## src/rtl/dclk_rx_fifo.sv

```systemverilog
// -----------------------------------------------------------------------------
// dclk_rx_fifo
//   Router-input serial flit receiver. Deserialises start-bit-framed flits
//   arriving on LANES serial wires and queues them in a DEPTH-entry FIFO.
//   Frame: one start beat (lane 0 = 1, other lanes ignored), then
//   NB = FLIT_W/LANES data beats. Beat k carries flit[k*LANES +: LANES].
//   Frames may follow each other with no idle beat in between.
//   FIFO space is reserved for a frame while it is being received, so the
//   sender sees channel_busy only when no free slot remains. A frame that
//   starts while busy is consumed and discarded, with a one-cycle dropped pulse.
//
// Ports
//   i_clk           single clock, all logic on posedge
//   i_reset         synchronous, active-high
//   i_serial_in     serial data lanes; lane 0 also carries the start bit
//   i_item_read     consumer pops the FIFO head this cycle (ignored when empty)
//   o_valid         FIFO not empty
//   o_parallel_out  head flit when o_valid, 0 otherwise
//   o_channel_busy  sender must not start a new frame
//   o_dropped       one-cycle pulse after a discarded frame's last beat
//
// FSM states
//   state     | meaning
//   ----------+-------------------------------------------------------------
//   S_IDLE    | waiting for a start bit on lane 0
//   S_RECV    | receiving a frame into a reserved FIFO slot; commit on last beat
//   S_DISCARD | consuming a frame that arrived while busy; pulse dropped at end
// -----------------------------------------------------------------------------
module dclk_rx_fifo #(
  parameter int    FLIT_W = 16,
  parameter int    LANES  = 1,
  parameter int    DEPTH  = 4,
  parameter string PORT   = "unknown"
) (
  input  logic              i_clk,
  input  logic              i_reset,
  input  logic [LANES-1:0]  i_serial_in,
  input  logic              i_item_read,
  output logic              o_valid,
  output logic [FLIT_W-1:0] o_parallel_out,
  output logic              o_channel_busy,
  output logic              o_dropped
);

  localparam int NB = FLIT_W / LANES;
  localparam int CW = (NB > 1) ? $clog2(NB) : 1;
  localparam int PW = $clog2(DEPTH);

  localparam logic [CW-1:0] LAST_BEAT = CW'(NB - 1);
  localparam logic [CW-1:0] BEAT_ONE  = CW'(1);
  localparam logic [PW-1:0] PTR_ONE   = PW'(1);
  localparam logic [PW:0]   CNT_ONE   = (PW + 1)'(1);
  localparam logic [PW:0]   CNT_FULL  = (PW + 1)'(DEPTH);
  localparam logic [PW+1:0] OCC_FULL  = (PW + 2)'(DEPTH);

  typedef enum logic [1:0] {
    S_IDLE    = 2'd0,
    S_RECV    = 2'd1,
    S_DISCARD = 2'd2
  } state_t;

  state_t r_state;
  state_t w_state_nxt;

  logic [CW-1:0]     r_beat;
  logic [FLIT_W-1:0] w_flit;
  logic              w_last;
  logic              w_push;
  logic              w_drop;
  logic              w_pop;
  logic              w_res;
  logic [PW+1:0]     w_occ;

  logic [FLIT_W-1:0] r_mem [DEPTH];
  logic [PW-1:0]     r_head;
  logic [PW-1:0]     r_tail;
  logic [PW:0]       r_count;
  logic [PW:0]       w_count_nxt;
  logic              r_dropped;

  // ---------------------------------------------------------------------------
  // Flow control: a frame in RECV already owns one slot.
  // ---------------------------------------------------------------------------
  assign w_res          = (r_state == S_RECV);
  assign w_occ          = {1'b0, r_count} + {{(PW + 1){1'b0}}, w_res};
  assign o_channel_busy = (w_occ >= OCC_FULL);

  assign w_last = (r_beat == LAST_BEAT);

  // ---------------------------------------------------------------------------
  // FSM
  // ---------------------------------------------------------------------------
  always_ff @(posedge i_clk) begin
    if (i_reset) begin
      r_state <= S_IDLE;
    end else begin
      r_state <= w_state_nxt;
    end
  end

  always_comb begin
    w_state_nxt = r_state;
    w_push      = 1'b0;
    w_drop      = 1'b0;
    case (r_state)
      S_IDLE: begin
        if (i_serial_in[0]) begin
          w_state_nxt = o_channel_busy ? S_DISCARD : S_RECV;
        end
      end
      S_RECV: begin
        if (w_last) begin
          w_state_nxt = S_IDLE;
          w_push      = 1'b1;
        end
      end
      S_DISCARD: begin
        if (w_last) begin
          w_state_nxt = S_IDLE;
          w_drop      = 1'b1;
        end
      end
      default: w_state_nxt = S_IDLE;
    endcase
  end

  // ---------------------------------------------------------------------------
  // Beat counter and deserialiser
  // ---------------------------------------------------------------------------
  always_ff @(posedge i_clk) begin
    if (i_reset) begin
      r_beat <= '0;
    end else if (r_state != S_IDLE) begin
      r_beat <= w_last ? '0 : (r_beat + BEAT_ONE);
    end
  end

  // The shift register holds only the beats already received; the current
  // beat is taken straight from the line so the flit can commit on the last
  // beat without an extra cycle.
  if (NB > 1) begin : g_shift
    logic [FLIT_W-LANES-1:0] r_shift;

    always_ff @(posedge i_clk) begin
      if (i_reset) begin
        r_shift <= '0;
      end else if (r_state != S_IDLE) begin
        r_shift <= w_flit[FLIT_W-1:LANES];
      end
    end

    assign w_flit = {i_serial_in, r_shift};
  end else begin : g_no_shift
    assign w_flit = i_serial_in;
  end

  // ---------------------------------------------------------------------------
  // FIFO
  // ---------------------------------------------------------------------------
  assign o_valid = (r_count != '0);
  assign w_pop   = i_item_read && o_valid;

  always_comb begin
    w_count_nxt = r_count;
    case ({w_push, w_pop})
      2'b10:   w_count_nxt = r_count + CNT_ONE;
      2'b01:   w_count_nxt = r_count - CNT_ONE;
      default: w_count_nxt = r_count;
    endcase
  end

  always_ff @(posedge i_clk) begin
    if (i_reset) begin
      r_head    <= '0;
      r_tail    <= '0;
      r_count   <= '0;
      r_dropped <= 1'b0;
    end else begin
      if (w_push) begin
        r_tail <= r_tail + PTR_ONE;
      end
      if (w_pop) begin
        r_head <= r_head + PTR_ONE;
      end
      r_count   <= w_count_nxt;
      r_dropped <= w_drop;
    end
  end

  // Storage is not cleared on reset; the pointers and count define contents.
  always_ff @(posedge i_clk) begin
    if (w_push) begin
      r_mem[r_tail] <= w_flit;
    end
  end

  // The reservation scheme guarantees a commit never meets a full FIFO.
  always_ff @(posedge i_clk) begin
    if (!i_reset) begin
      assert (!(w_push && (r_count == CNT_FULL)))
        else $warning("dclk_rx_fifo %s: commit into full FIFO", PORT);
    end
  end

  assign o_parallel_out = o_valid ? r_mem[r_head] : '0;
  assign o_dropped      = r_dropped;

endmodule
```

## config.mk

```make
export PLATFORM = sky130hd
export DESIGN_NAME = dclk_rx_fifo
export DESIGN_NICKNAME = d
export VERILOG_FILES = /design/src/rtl/dclk_rx_fifo.sv
export SDC_FILE = /design/constraint.sdc
export NUM_CORES = 1
export LEC_CHECK = 0
export ABC_AREA = 1
export BUFFER_PORTS_ARGS = -buffer_cell sky130_fd_sc_hd__buf_2
export CORE_AREA = 2 2 88 90
export CTS_CLUSTER_DIAMETER = 150
export DETAILED_ROUTE_END_ITERATION = 16
export DIE_AREA = 0 0 90 92
export GPL_ROUTABILITY_DRIVEN = 0
export PLACE_DENSITY = 0.79
export SYNTH_ARGS = -nofsm -noshare
export SYNTH_HDL_FRONTEND = slang
export SYNTH_SLANG_ARGS = --single-unit
```

## constraint.sdc

```tcl
create_clock -name i_clk -period 1.9 [get_ports i_clk]
set_input_delay 0.285 -clock i_clk [delete_from_list [all_inputs] [get_ports i_clk]]
set_output_delay 0.285 -clock i_clk [all_outputs]
set_load 0.02 [all_outputs]
```

=== Word-level counts from Yosys, hierarchy flattened ===
Memories as Yosys holds them, arrays and structs flattened. A register that Yosys moved wholly into a read port is not among the register bits.
Cells that the tools add are included.

* Memories: 1
* Register bits after elaboration: 29
* Bits in writable memories: 64
* Bits of input ports: 4
* Bits in latches: 0
* Output and inout bits: 19
* Memory bits (read-only): 0

* $add $sub $neg: 6
* Muxes and demuxes: 13
* Div/mod/pow operators: 0
* Reduce and logical (&&, ||, !) cells: 8
* Bitwise operators: 1
* Order comparisons: 1
* Shift operators: 0
* Equal/unequal tests: 7
* Multiply operators: 0

{| class="wikitable"
|+ Memory list
! name !! depth !! width !! read ports !! clocked after Yosys merged registers in !! write ports !! line !! text
|-
| r_mem || 4 || 16 || 1 || 1 || 1 || 74 || <nowiki>logic [FLIT_W-1:0] r_mem [DEPTH];</nowiki>
|}

{| class="wikitable"
|+ Operator list
! operator !! number
|-
| two-way mux 16 bit || 1
|-
| two-way mux 2 bit || 5
|-
| one-hot mux 3 bit (2 select lines) || 1
|-
| adder 2 x 1 -> 2 bit (second input constant) || 2
|-
| adder 3 x 1 -> 4 bit || 1
|-
| adder 4 x 1 -> 4 bit (second input constant) || 1
|-
| equality test 2 x 1 -> 1 bit (second input constant) || 2
|-
| equality test 2 bit (second input constant) || 2
|-
| equality test 4 bit (second input constant) || 1
|-
| greater-or-equal comparator 4 x 3 -> 1 bit (second input constant) || 1
|-
| two-way mux 1 bit || 4
|-
| two-way mux 4 bit || 1
|-
| one-hot mux 2 bit (2 select lines) || 1
|-
| nonzero test 2 bit || 2
|-
| OR reduction 2 bit || 2
|-
| adder 3 x 1 -> 3 bit (second input constant) || 1
|-
| nonzero test 3 bit || 1
|-
| subtractor 3 x 1 -> 3 bit (second input constant) || 1
|-
| zero test 2 bit || 1
|-
| inequality test 2 x 1 -> 1 bit (second input constant) || 1
|-
| inequality test 2 bit (second input constant) || 1
|-
| AND reduction 2 bit || 1
|-
| logical AND 1 bit || 1
|-
| NOT 1 bit || 1
|}

=== Logic depth before layout (Yosys ltp) ===
Gate-level depths: netlist of the first run.

* Depth in word-level cells: 6
* Mapped depth: 13

=== Least setup slack after synthesis of the first run ===
No wires, ideal clock.

* Path kind: register to register
* Start: reg r_beat[1]
* End: mem r_mem[0][0], enable pin
* Slack: 0.026 ns
* Setup time: 0.389 ns
* Cell stages (with the launch flop): 4
* Arrival: 1.485 ns
* Buffers on the path: 0
* Cells stage by stage: dfxtp_1 -> ha_1 -> nand4_2 -> nor2_1

* Word-level cells in the longest chain between the ends: 5

{| class="wikitable"
|+ RTL lines
! element !! line !! text
|-
| from (decl) || 65 || <nowiki>logic [CW-1:0] r_beat;</nowiki>
|-
| from (signal assigned) || 134 || <nowiki>r_beat <= w_last ? '0 : (r_beat + BEAT_ONE);</nowiki>
|-
| equality test 4 bit || 88 || <nowiki>assign w_last = (r_beat == LAST_BEAT);</nowiki>
|-
| two-way mux 1 bit || 112 || <nowiki>if (w_last) begin</nowiki>
|-
| two-way mux 1 bit || 105 || <nowiki>case (r_state)</nowiki>
|-
| two-way mux 1 bit || 192 || <nowiki>if (w_push) begin</nowiki>
|-
| two-way mux 1 bit (implied by the code) || 193 || <nowiki>r_mem[r_tail] <= w_flit;</nowiki>
|-
| to (decl) || 74 ||
|}

No other way between the ends.

=== Worst setup path after layout of the first run ===
* Start: reg r_count[1]
* End: out o_parallel_out[13]

* Word-level cells in the longest chain between the ends: 2

{| class="wikitable"
|+ RTL lines
! element !! line !! text
|-
| from (decl) || 77 || <nowiki>logic [PW:0] r_count;</nowiki>
|-
| from (signal assigned) || 185 || <nowiki>r_count <= w_count_nxt;</nowiki>
|-
| nonzero test 3 bit || 160 || <nowiki>assign o_valid = (r_count != '0);</nowiki>
|-
| two-way mux 16 bit || 205 || <nowiki>assign o_parallel_out = o_valid ? r_mem[r_head] : '0;</nowiki>
|-
| to (decl) || 40 || <nowiki>output logic [FLIT_W-1:0] o_parallel_out,</nowiki>
|}

No other way between the ends.

==> results of run 1 <==
[registers in the layout, summed over array words and instances, names as in the netlist, named ones only]
name	flops
r_beat	4
r_head	2
r_tail	2
r_mem	64
r_count	3
r_state	2
o_dropped	1
g_shift.r_shift	15
[final cells by class]
cell class,count,area share
Tap cell,102,0.0286
Sequential cell,95,0.570
Clock buffer,10,0.0286
Multi-Input combinational cell,236,0.249
Timing Repair Buffer,37,0.0756
Inverter,25,0.0221
Clock inverter,6,0.0261
[stage by stage]
stage / instances / hold slack (ps)
after floorplan: 372 / 363
after global placement: 493 / 475
after detailed placement: 493 / 476
after CTS: 509 / 95.1
after global routing: 511 / 112
final: 511 / 104
[report_power, final]
part | internal (W) | switching, W
registers | 0.00260 | 0.000260
clock network | 0.000883 | 0.000670
logic | 0.000206 | 0.000366
total | 0.00369 | 0.00130
[cell families after synthesis]
| kind of cell | after synthesis |
|---|---|
| compound gates | 74 |
| fa+ha+maj | 10 |
| buf+inv | 41 |
| flops | 95 |
| simple gates | 152 |
[what timing repair did]
item | in CTS | in global routing
gates resized for setup | 4 | 21
setup buffers | 0 | 1
endpoints found under the setup margin | 16 | 13
gates cloned | 0 | 1
pin swaps | 0 | 5
[synthesized netlist by cell type, drive strengths merged (2+ instances only)]
| cell | count | area (sq um) |
|---|---|---|
| buf | 10 | 62.6 |
| ha | 9 | 113 |
| nand4 | 2 | 18.8 |
| inv | 25 | 93.8 |
| nand2 | 21 | 81.3 |
| o21ai | 53 | 265 |
| clkbuf | 6 | 26.3 |
| nand3 | 8 | 45.0 |
| a21oi | 21 | 105 |
| nor2 | 119 | 447 |
| edfxtp | 64 | 1920 |
| dfxtp | 31 | 621 |
[worst max-delay path by stage]
stage	cells past startpoint	endpoint	startpoint	slack, ps
floorplan	3	r_mem[0][0]	r_beat[1]	30
detailed placement	12	r_count[2]	r_state[1]	110
global placement	12	r_count[2]	r_state[1]	190
global route	6	o_parallel_out[5]	register	-70
finish	6	o_parallel_out[13]	r_count[1]	80
CTS	6	o_parallel_out[15]	register	5
[routing by layer]
metal	vias up	track usage	share of wire
met3	7	0.0444	0.034
met4	0	0.0833	0.011
met5	-	0	0
li1	1309	-	-
met2	52	0.310	0.53
met1	1205	0.211	0.42
==> qor.yml, run 1 <==
yosys:
  synth_cell_types: 22
  syn-cell-area_sq_mm: 0.00383
  synth_top_family_by_area: "simple AND/OR/NAND/NOR gates"
  yosys.area_share.simple: 0.157
  synthArstFlopShare: 0
  synth_compound_area_frac: 0.0967
  seq_area_frac_synth: 0.664
  synth_edf_count: 64
  ys_warn_count: 0
  syn-instance-count: 372
  synthesis.nets: 386
  synth_ff_type: "edfxtp_1"
  ys_ff_latch: 95
  synthMuxAreaShare: 0
  synth_xor_area_frac: 0
  synth_fa_ha_area_frac: 0.0346
  syn_avg_cell_area_sq_um: 10.3
critical_path:
  worstRegToRegCells: 12
  crit_path_max_fanout: 16
  crit_chain: "inv_1, nand3_2, inv_1, buf_12, a21oi_1, buf_4"
  cpLargestDelayFamily: "buffers and inverters"
  rrSetupSlack_ps: 90
  worstReg2RegStart: "r_state[1]"
  cp_num_buf_inv: 4
  crit_slowest_cell: "dfxtp_1"
  start_kind: "register"
  endpoint_kind: "primary output"
  worstPathRequired_ps: 1620
  path_class: "reg2out"
  max_stage_delay_ps: 350
  worstReg2RegEnd: "r_count[2]"
  cp.arrival_ps: 1530
  crit_top_cell: "inv_1"
clock_network:
  htreeDepth: 3
  tritoncts: "yes"
  cts_sinks: 95
  clockRootBuffer: "clkbuf_8"
  clock_latency_ps: 360
  clk_path_buf_depth: 2
  clk_pin_slew_ps: 80
  cts_buffers: 9
  cts_hold_buf: 0
drt:
  drtAntennaViolNets: 0
  routed_wl_um: 7160
  dr.first_iter.drc_count: 135
  wl_per_cell_um: 14.0
  routed-via-count: 2573
  vias_per_cell: 5.04
  drcViolationCount: 0
  firstDrtPassIters: 5
layout:
  layout_commonest_cell: "nor2_1"
  fillers: 608
  final_cell_area_sq_mm: 0.00447
  layout-drive-gt1-share: 0.152
  finish.utilization: 0.600
  area_delta_synth_final_pct: 16.6
  final_cell_mix: "nor2_1, edfxtp_1, o21ai_0, dfxtp_1, inv_1"
  fin_nets: 418
  antenna_cells: 0
  multiInputGateArea_sq_mm: 0.00111
  ff_latch_area_sq_mm: 0.00255
grt:
  antenna_found_initial: 0
  grt_pass1_vias: 2461
  grt_max_degree: 33
  grt_pass1_wl_um: 11500
  grt_use_total: 0.179
  globalRouteOverflowTotal: 0
outcome:
  outcome: "completed"
sta:
  finalCriticalPeriod_ps: 1820
  setup_viol: 0
  hold_viol: 0
  setup-tns-final_ps: 0
  finClkSkew_ps: 11.6
  period_share: 0.957
  worst_pin_slew_ps: 327
  setup_slack_ps: 81.6
  fmax_ghz: 0.550
  maxSlewViolCount: 0
  slew_headroom: 0.782
  rsz0062_at_grt: "yes"
placement:
  place_area_sq_mm: 0.00413
  portBuffers: 22
  dp_hpwl_um: 4340
  post-place-ws_ps: 109
power:
  leakage_nw: 1.74
  p_total_w: 0.00499
  power.density_mw_per_mm2: 1120
  ir_worst_vdd_v: 0.000637
worst_hold_path:
  whs_path_depth: 2
  hold_class: "in2reg"
  min_to: "r_head[1]"
  min-delay-start: "i_reset"
die:
  start_util: 0.514
  std_cell_rows: 32
  chipHeight_um: 92
  fp.dieW_um: 90
  ios: 23
  die_area_sq_mm: 0.00828
  coreArea_sq_mm: 0.00745
job:
  drv_cap: 0
Power figures use the tool's default switching activity.
==> run 2, diff against run 1 <==
Settings changed: SETUP_SLACK_MARGIN from default to 0.1.
Clock period 1.9 ns to 1.5 ns, I/O delays scaled along.
==> qor.yml, run 2 (synthesis results as in run 1) <==
critical_path:
  crit_path_max_fanout: 7  # -9
  endpoint_kind: "primary output"
  path_class: "reg2out"
  start_kind: "register"
  worstReg2RegStart: "r_count[0]"
  cp.arrival_ps: 1570  # +40 ps
  worstPathRequired_ps: 1270  # -350 ps
  crit_start: "r_count[0]"
die:
  ios: 23  # unchanged
  start_util: 0.514  # unchanged
  coreArea_sq_mm: 0.00745  # unchanged
  die_area_sq_mm: 0.00828  # unchanged
  chipHeight_um: 92  # unchanged
  fp.dieW_um: 90  # unchanged
  std_cell_rows: 32  # unchanged
drt:
  routed_wl_um: 8570  # +20%
  routed-via-count: 2793  # +8.6%
  firstDrtPassIters: 6  # +1
  drcViolationCount: 0  # unchanged
  vias_per_cell: 5.18  # +2.9%
  dr.first_iter.drc_count: 241  # +79%
  wl_per_cell_um: 15.9  # +14%
  drtAntennaViolNets: 0  # unchanged
clock_network:
  cts_sinks: 95  # unchanged
  clockRootBuffer: "clkbuf_8"
  clock_latency_ps: 370  # about the same
  htreeDepth: 3  # unchanged
  cts_buffers: 9  # unchanged
  tritoncts: "yes"
  clk_pin_slew_ps: 100  # +20 ps
  cts_hold_buf: 0  # unchanged
  clk_path_buf_depth: 2  # unchanged
layout:
  layout-drive-gt1-share: 0.318  # +0.166
  final_cell_mix: "nor2_1, edfxtp_1, buf_4, o21ai_1, o21ai_0"
  final_cells: 539  # +5.5%
  fillers: 530  # -13%
  final_cell_area_sq_mm: 0.00505  # +13%
  layout_commonest_cell: "nor2_1"
  largest_reg_flops: 64  # unchanged
  finish.utilization: 0.678  # +0.0786
  area_delta_synth_final_pct: 31.9
  top_register: "r_mem"
  fin_nets: 446  # +6.7%
  reg_top3: "r_mem x64, g_shift.r_shift x15, r_beat x4"
  antenna_cells: 0  # unchanged
sta:
  worst_pin_slew_ps: 339  # +11.6 ps
  hold_viol: 0  # unchanged
  slew_headroom: 0.774  # -0.00775
  finClkSkew_ps: 14.7  # +3.18 ps
  finalCriticalPeriod_ps: 1800
  setup_slack_ps: -298  # -380 ps
  maxSlewViolCount: 0  # unchanged
  setup_viol: 19  # +19
  setup-tns-final_ps: -4470  # -4470 ps
  fmax_ghz: 0.556
  whs_ps: 29.2  # -75.0 ps
  period_share: 1.20
  rsz0062_at_grt: "yes"
grt:
  grt_pass1_wl_um: 13400  # +16%
  grt_max_degree: 19  # -42%
  antenna_found_initial: 0  # unchanged
  globalRouteOverflowTotal: 0  # unchanged
  grt_pass1_vias: 2794  # +14%
  grt_use_total: 0.213  # +0.0333
worst_hold_path:
  hold_class: "in2reg"
  min-delay-start: "i_reset"
outcome:
  outcome: "complete, but fails checks"
  violations: "negative setup slack"
power:
  power_frac_clock: 0.274  # -0.038
  p_switching_w: 0.00191  # +48%
  sw_frac_of_total: 0.297  # +0.0370
  combPwrFrac: 0.158  # +0.043
  p_int_w: 0.00453  # +23%
  seq_power_share: 0.568  # -0.005
  ir_worst_vdd_v: 0.000828  # +30%
  leakage_nw: 1.93  # +11%
  power.density_mw_per_mm2: 1280  # +14%
placement:
  place_area_sq_mm: 0.00431  # +4.4%
  dp_hpwl_um: 4550  # +4.7%
  place_inst: 504  # +2.2%
  portBuffers: 22  # unchanged
job:
  drv_cap: 0  # unchanged
## run 2: changes by cell type in the layout (fill, tap and decap cells not counted), sizes merged
cell / change
inv: +1
clkbuf: +3
clkinvlp: +2
bufinv: -2
buf: +24
## run 2: per-stage QoR
stage	power (W)	worst slack, ps
floorplan	0.00419	-46.3
global placement	0.00443	-5.64
detailed placement	0.00453	-40.8
CTS	0.00637	-290
global route	0.00674	-371
finish	0.00644	-298
## run 2: per-layer routing
| metal | vias to the layer above | global-route usage | wire (um) |
|---|---|---|---|
| met1 | 1327 | 0.237 | 3120 |
| met3 | 11 | 0.0419 | 534 |
| li1 | 1367 | - | - |
| met5 | - | 0 | 0 |
| met4 | 0 | 0.106 | 159 |
| met2 | 88 | 0.387 | 4760 |
## run 2: final timing paths
kind | endpoint | slack [ps] | cells after the start
worst max register to register | r_count[2] | -120 | 13
worst min register to register | r_head[1] | 510 | 2
worst max-delay path | o_parallel_out[4] | -300 | 7
worst min-delay path | r_head[1] | 30 | 2
## run 2: power groups by stage
stage                     Combinational, W  Sequential, W  Clock (W)
after floorplan                   0.000593        0.00360          0
after global placement            0.000765        0.00366          0
after detailed placement          0.000821        0.00370          0
after CTS                         0.000943        0.00365    0.00178
after global routing               0.00113        0.00371    0.00190
final                              0.00102        0.00366    0.00177
## run 2: cell type report
class / count / area (sq um) / share of cell area
tap: 102 / 128 / 0.0253
timing repair buffer: 65 / 742 / 0.147
clock buffer: 9 / 124 / 0.0245
multi-input combinational: 236 / 1310 / 0.258
sequential: 95 / 2550 / 0.506
inverter: 25 / 110 / 0.0218
clock inverter: 7 / 88.8 / 0.0176
## run 2: critical path: stages (launching register included)
cell	delay [ps]
dfxtp_2	340
inv_2	50
nand3_4	70
buf_6	100
clkinvlp_4	170
buf_4	190
a21oi_2	140
buf_6	140
## run 2: what timing repair did
item	CTS	global route
buffers inserted	10	5
pin swaps	11	20
gates resized for setup	78	34
gates cloned	4	3
setup endpoints to repair	83	102
